### config.mk
export PLATFORM = sky130hd
export DESIGN_NAME = fetch_stage
export DESIGN_NICKNAME = d
export VERILOG_FILES = /design/src/rtl/rv32_pkg.sv /design/src/rtl/fetch_if_id_reg.sv /design/src/rtl/fetch_stage.sv
export SDC_FILE = /design/constraint.sdc
export NUM_CORES = 1
export LEC_CHECK = 0
export BUFFER_PORTS_ARGS = -buffer_cell sky130_fd_sc_hd__buf_4
export CELL_PAD_IN_SITES_DETAIL_PLACEMENT = 1
export CELL_PAD_IN_SITES_GLOBAL_PLACEMENT = 1
export CORE_MARGIN = 2
export CORE_UTILIZATION = 38
export DETAILED_ROUTE_END_ITERATION = 16
export PLACE_DENSITY = 0.9
export REMOVE_ABC_BUFFERS = 1
export SETUP_SLACK_MARGIN = 0.3
export SYNTH_ARGS = -nofsm -noshare
export SYNTH_HDL_FRONTEND = slang
export SYNTH_SLANG_ARGS = --single-unit
export TNS_END_PERCENT = 50
### constraint.sdc
create_clock -name clk -period 5.8 [get_ports clk]
set_input_delay 0.87 -clock clk [delete_from_list [all_inputs] [get_ports clk]]
set_output_delay 0.87 -clock clk [all_outputs]
set_load 0.005 [all_outputs]
### src/rtl/rv32_pkg.sv
// rv32_pkg: shared RV32 constants and the fetch-stage state type
// Provides XLEN, the canonical NOP encoding, the default reset PC and fetch_state_t.
package rv32_pkg;
    localparam int XLEN = 32;
    localparam logic [XLEN-1:0] NOP_INSTR = 32'h0000_0013;
    localparam logic [XLEN-1:0] RESET_PC = 32'h0000_0000;
    typedef enum logic [0:0] {S_RUN = 1'b0, S_FAULT = 1'b1} fetch_state_t;
endpackage

### src/rtl/fetch_if_id_reg.sv
// fetch_if_id_reg: IF/ID pipeline register with load, flush and drop controls
// Ports: clk, rst; load (capture instr_in/pc_in/pc_plus4_in, set valid),
// flush (clear valid, force NOP), drop (clear valid only);
// valid/instr/pc/pc_plus4 are the registered slot contents.
module fetch_if_id_reg
    import rv32_pkg::*;
#(
    parameter logic [XLEN-1:0] NOP = NOP_INSTR
) (
    input  logic            clk,
    input  logic            rst,
    input  logic            load,
    input  logic            flush,
    input  logic            drop,
    input  logic [XLEN-1:0] instr_in,
    input  logic [XLEN-1:0] pc_in,
    input  logic [XLEN-1:0] pc_plus4_in,
    output logic            valid,
    output logic [XLEN-1:0] instr,
    output logic [XLEN-1:0] pc,
    output logic [XLEN-1:0] pc_plus4
);
    always_ff @(posedge clk) begin
        if (rst) begin
            valid    <= 1'b0;
            instr    <= NOP;
            pc       <= '0;
            pc_plus4 <= '0;
        end else if (load) begin
            valid    <= 1'b1;
            instr    <= instr_in;
            pc       <= pc_in;
            pc_plus4 <= pc_plus4_in;
        end else if (flush) begin
            valid <= 1'b0;
            instr <= NOP;
        end else if (drop) begin
            valid <= 1'b0;
        end
    end
endmodule

### src/rtl/fetch_stage.sv
// fetch_stage: RV32I instruction fetch with redirect, IF/ID handshake and fetch faults
// Ports: clk, rst (sync, active-high); imem_addr/imem_instr to a combinational-read memory;
// redirect_valid/redirect_pc from execute; id_ready from decode;
// id_valid/id_instr/id_pc/id_pc_plus4 toward decode; fetch_fault sticky halt flag.
module fetch_stage
    import rv32_pkg::*;
#(
    parameter logic [31:0] RESET_PC        = 32'h0000_0000,
    parameter logic [31:0] NOP_INSTR       = 32'h0000_0013,
    parameter int          IMEM_DEPTH_LOG2 = 22
) (
    input  logic        clk,
    input  logic        rst,
    output logic [31:0] imem_addr,
    input  logic [31:0] imem_instr,
    input  logic        redirect_valid,
    input  logic [31:0] redirect_pc,
    input  logic        id_ready,
    output logic        id_valid,
    output logic [31:0] id_instr,
    output logic [31:0] id_pc,
    output logic [31:0] id_pc_plus4,
    output logic        fetch_fault
);
    fetch_state_t state_q;
    logic [31:0] pc_q;
    logic [31:0] pc_plus4;
    logic run, free, misalign, oor, fault_now, flush, load;

    assign imem_addr = pc_q;
    assign pc_plus4  = pc_q + 32'd4;
    assign run       = state_q == S_RUN;
    assign free      = !id_valid || id_ready;
    assign misalign  = redirect_valid && (redirect_pc[1:0] != 2'b00);
    // Any address bit above the word-addressable range marks the fetch out of range.
    assign oor       = (pc_q >> (IMEM_DEPTH_LOG2 + 2)) != 32'd0;
    assign fault_now = run && (misalign || (!redirect_valid && free && oor));
    assign flush     = run && redirect_valid && !misalign;
    assign load      = run && !redirect_valid && free && !oor;
    assign fetch_fault = state_q == S_FAULT;

    always_ff @(posedge clk) begin
        if (rst) begin
            state_q <= S_RUN;
            pc_q    <= RESET_PC;
        end else begin
            state_q <= fault_now ? S_FAULT : state_q;
            pc_q    <= (run && redirect_valid) ? redirect_pc : load ? pc_plus4 : pc_q;
        end
    end

    fetch_if_id_reg #(.NOP(NOP_INSTR)) u_if_id (
        .clk         (clk),
        .rst         (rst),
        .load        (load),
        .flush       (flush),
        .drop        (fault_now),
        .instr_in    (imem_instr),
        .pc_in       (pc_q),
        .pc_plus4_in (pc_plus4),
        .valid       (id_valid),
        .instr       (id_instr),
        .pc          (id_pc),
        .pc_plus4    (id_pc_plus4)
    );
endmodule

### Word-level counts from Yosys, hierarchy flattened

Index checks and enable logic that the tools add are counted.

| storage, ports and cells | value |
|---|---|
| input bits | 68 |
| word-level logic and storage cells | 35 |
| output and inout port bits | 130 |
| bits in registers | 130 |

| cells by class | value |
|---|---|
| bitwise operators | 1 |
| reductions and logical operators | 20 |
| multiplexer cells | 7 |
| add/subtract/negate cells | 1 |

Operators with widths:

| kind | count |
|---|---|
| 32-bit 2-to-1 mux | 4 |
| 32-bit by 3-bit adder with 32-bit output (second input constant) | 1 |
| 32-bit nonzero test | 1 |
| 1-bit logical AND | 9 |
| 2-bit nonzero test | 3 |
| 1-bit logical NOT | 4 |
| 1-bit 2-to-1 mux | 3 |
| 3-bit nonzero test | 1 |
| 1-bit logical OR | 2 |
| 1-bit NOT | 1 |

### Depth between registers and ports, before layout

| logic depth | value |
|---|---|
| depth after elaboration | 9 |
| gate-level depth with buffers | 7 |
| mapped depth without buffers | 5 |

### By module

A second synthesis with hierarchy kept.

| second synthesis, totals | value |
|---|---|
| cell total of the unflattened synthesis | 643 |
| area, all modules | 5704.2 um^2 |

By module, submodules not included:

| module | sequential area each (um^2) | times used | cells an instance | area each (um^2) |
|---|---|---|---|---|
| fetch_if_id_reg | 1941.9 | 1 | 351 | 3534.6 |
| fetch_stage | 660.6 | 1 | 292 | 2169.6 |

### Worst setup path before layout

Ideal clock, no wire load.

| path | value |
|---|---|
| path kind | input port to flip-flop |
| from | input port id_ready |
| to | register u_if_id.pc[20] |
| data required time | 5.730 ns |
| cell stages on the path | 7 |
| arrival time | 2.151 ns |
| path slack | 3.578 ns |
| buffers on the path | 3 |
| library setup time | 0.070 ns |
| cell sequence | nand2b_1 > nand4_1 > clkbuf_1 > clkbuf_1 > clkbuf_1 > nand2_1 > a21oi_1 |

| on the way | value |
|---|---|
| cells in the longest elaborated chain, start to end | 3 |

Ends and longest elaborated chain:

| item | line | source |
|---|---|---|
| start: declaration | fetch_stage.sv:18 | `input logic id_ready,` |
| 1-bit logical OR | fetch_stage.sv:33 | `assign free = !id_valid \|\| id_ready;` |
| 1-bit logical AND (2 in a row) | fetch_stage.sv:39 | `assign load = run && !redirect_valid && free && !oor;` |
| end signal: assignment | fetch_if_id_reg.sv:32 | `pc <= pc_in;` |
| end: declaration | fetch_if_id_reg.sv:20 | `output logic [XLEN-1:0] pc,` |

Every way passes these cells.
A chain may end at the register's enable or synchronous reset.

### Worst setup path after layout

| path | value |
|---|---|
| from | register pc_q[31], in the netlist imem_addr[31] |
| to | register pc_q[2], in the netlist imem_addr[2] |

| on the way | value |
|---|---|
| cells in the longest elaborated chain, start to end | 4 |

Ends and longest elaborated chain:

| item | line | source |
|---|---|---|
| start: declaration | fetch_stage.sv:26 | `logic [31:0] pc_q;` |
| start signal: assignment | fetch_stage.sv:48 | `pc_q <= (run && redirect_valid) ? redirect_pc : load ? pc_plus4 : pc_q;` |
| 32-bit nonzero test | fetch_stage.sv:36 | `assign oor = (pc_q >> (IMEM_DEPTH_LOG2 + 2)) != 32'd0;` |
| 1-bit logical NOT | fetch_stage.sv:39 |  |
| 1-bit logical AND | fetch_stage.sv:39 |  |
| 2-bit nonzero test (no source line) | - |  |

Every way passes these cells.

==> metrics.txt <==
H-tree levels=4; initial antenna violation count=0; full die area=14600 µm²; Wirelength per Cell=roughly 17 µm; required time of the worst setup path=slightly above 6 ns; startpoint types=flop; cts bufs inserted=17; Total GRT Usage=about a quarter; Tmin final=roughly 3 ns; Clock Skew=0.0104 ns; share of cells above drive strength 1=29.9%; Compound-Gate Fraction of Synth Area=18.3%; Detailed Place HPWL=11700 µm; Internal=1.73 mW; Post-CTS Setup Bufs=0; Synth Warn #=0; Tightest Hold Check Type=flop to flop; Longest Clk Path Bufs=2; Mapped Cells=625; global route overflow=0; Final Slew Violations=0; first-pass GRT wire length=between 20000 and 30000 µm; fin util=a little over half; Post-synth ARST share=0%; worst-skew pair later-pin latency=roughly 0.42 ns; Yosys reg bits=128; largest family of logic cells by synthesized area=simple AND/OR/NAND/NOR gates; Die W=121 µm; TritonCTS clock tree=built; Std-Cell Rows=42; Final Setup Violations=0; post-synthesis mux area share=0%; largest fanout on the critical path=about 70; DRC=0; setup ws final=roughly 2.8 ns; largest net degree at the start of global routing=94; Slew HR=34.6%; final worst path period share=51.5%; library cells used by synthesis=46; top cell type's share of synthesized area=49.4%; vias in the first global route=about 5.3k; Core ar.=13300 µm²; clk root buf=clkbuf_16; # clock sinks=128; Avg Vias per Cell=5.42; P per Cell Area=320 nW/µm²; Setup crit end kind=flop; Hold Buf Count CTS=0; Seq/Total Area, Yosys=slightly below 50%; Max Freq=between 300 and 400 MHz; combinational power share=a little over an eighth; Final Hold Fails=0; worst vdd ir=160 µV; switch share=25.4%; Leak=slightly below 3 nW; I/O pin count=about 200; synth top area cells=dfxtp_1 (49%), nand2_1 (9.1%), a21oi_1 (6.9%), nand3_1 (3.8%), clkbuf_1 (2.5%); DR iter-0 viols=~240; IO buf count=around 200; Worst R2R Setup Slack=2.81 ns; Post-synth EDFFs=0; routability congestion estimate=0.787; clock-pin slew on the worst setup and hold paths=~0.060 ns; Initial Utilization=39.0%; Final nets=856; post-route setup TNS=0 ns; Reg power frac=42.0%; Synth Area in XOR/XNOR=approximately 2.2%; P&R area growth vs syn=40.1%; Synth Flop Type=dfxtp_1; Initial DRT Pass Iterations=4; RSZ-0062 raised after global routing=false; P_sw=between 0.5 and 0.6 mW; clock network power share=44.7%; cell taking the most area after synthesis=dfxtp_1; via count=5293; max-cap violations=0; post-synthesis cell area=5190 µm²; setup slack at placement=2.69 ns; post_cts resized=0; routed wire length=17100 µm; Layout fillers=1577; Final ANT Viol Nets=0; DIE HEIGHT=121 µm; crit path kind=flop to flop; simple-gate share of the synthesized area=24.7%; Avg Cell Area, Syn=8.30 µm²; ant diodes=0; outcome=completed; Critical Path AT=roughly 3.3 ns; synthesized-area fraction occupied by adder cells=0.241%; Slew @ Worst Pin=0.981 ns
==> kinds of logic after synthesis <==
| kind of cell | Yosys count |
|---|---|
| flip-flops | 128 |
| AO/OA/AOI/OAI | 150 |
| adder cells (fa/ha/maj) | 1 |
| AND/OR/NAND/NOR | 269 |
| buffers and inverters | 64 |
| XOR/XNOR | 13 |
==> cells in the mapped netlist (6+ instances only) <==
cell type / number
inv_1: 6
clkbuf_1: 34
dfxtp_1: 128
a211oi_1: 14
o22ai_1: 10
and3_1: 15
nor4_1: 6
xnor2_1: 10
buf_1: 8
or4_1: 11
nand2_1: 126
nor2_1: 28
nand2b_1: 11
nor3_1: 8
buf_2: 12
a21oi_1: 72
o211ai_1: 6
a31oi_1: 12
nand3_1: 39
==> critical path, cell delays in order, from the launching register on <==
cell and delay (ns):
dfxtp_1 0.32, nor4_1 0.77, and4_4 0.69, buf_4 0.69
nand2b_1 0.17, a311oi_1 0.24
==> metrics by stage <==
step                cells  cell area (µm²)  hold WS, ns  total power, mW
floorplan             567             4940        0.447             1.12
global route          976             7260        0.474             2.42
finish                976             7260        0.458             2.33
global placement      944             6680        0.445             1.29
CTS                   976             7260        0.459             2.35
detailed placement    944             6680        0.451             1.30
==> cell usage in the layout, fill, tap and decap left out, drive strengths merged, types with 4 or more instances in the layout <==
cell type	Yosys	layout
o22ai	10	10
xnor2	10	10
clkbuf	34	22
buf	24	201
nand2	126	126
a31oi	12	12
a211oi	14	14
and2	4	4
nor2	28	28
o31a	4	4
clkinvlp	0	4
o21bai	5	5
nand4	5	5
o211ai	6	6
nor4	6	6
clkinv	0	4
a21oi	72	72
a2bb2oi	5	5
nor3	8	8
a22oi	5	5
nand3	40	40
and3	15	15
dfxtp	128	128
nand2b	11	11
inv	6	6
a311oi	4	4
or4	11	11
==> power by group through the flow <==
stage	Sequential, mW	Clock (mW)	Combinational, mW
after floorplan	0.987	0	0.135
after global placement	0.991	0	0.295
after detailed placement	0.994	0	0.310
after CTS	0.976	1.06	0.311
after global routing	0.983	1.10	0.337
final	0.977	1.04	0.308
==> per-layer routing <==
| metal | track usage, % | part of all wire [%] |
|---|---|---|
| met5 | 0 | 0 |
| met4 | 10.2 | 2.4 |
| met3 | 6.70 | 7.0 |
| met2 | 39.9 | 49 |
| met1 | 26.9 | 42 |
==> sequential cells by signal, summed over array words and instances (netlist names) <==
register,count
u_if_id.valid,1
u_if_id.pc,30
u_if_id.instr,32
fetch_fault,1
imem_addr,32
u_if_id.pc_plus4,32
==> path summary, 6_finish.rpt <==
check	startpoint	depth (start not counted)	to
worst max-delay path	imem_addr[31]$_SDFFE_PP0P_	5	imem_addr[2]$_SDFFE_PP0P_
worst min-delay path	u_if_id.pc[15]$_SDFFE_PP0P_	2	u_if_id.pc[15]$_SDFFE_PP0P_
worst max register to register	imem_addr[31]$_SDFFE_PP0P_	5	imem_addr[2]$_SDFFE_PP0P_
worst min register to register	u_if_id.pc[15]$_SDFFE_PP0P_	2	u_if_id.pc[15]$_SDFFE_PP0P_
==> cell type report <==
| type | instances | area (µm²) | share of cell area, % |
|---|---|---|---|
| clock buffers | 22 | 474 | 6.53 |
| well taps | 176 | 220 | 3.03 |
| clock inverters | 10 | 110 | 1.52 |
| flip-flops and latches | 128 | 2560 | 35.3 |
| repair buffers | 201 | 1510 | 20.8 |
| inverters | 6 | 22.5 | 0.310 |
| multi-input cells | 433 | 2370 | 32.6 |
Note: power is estimated with default switching activity, not from simulation.
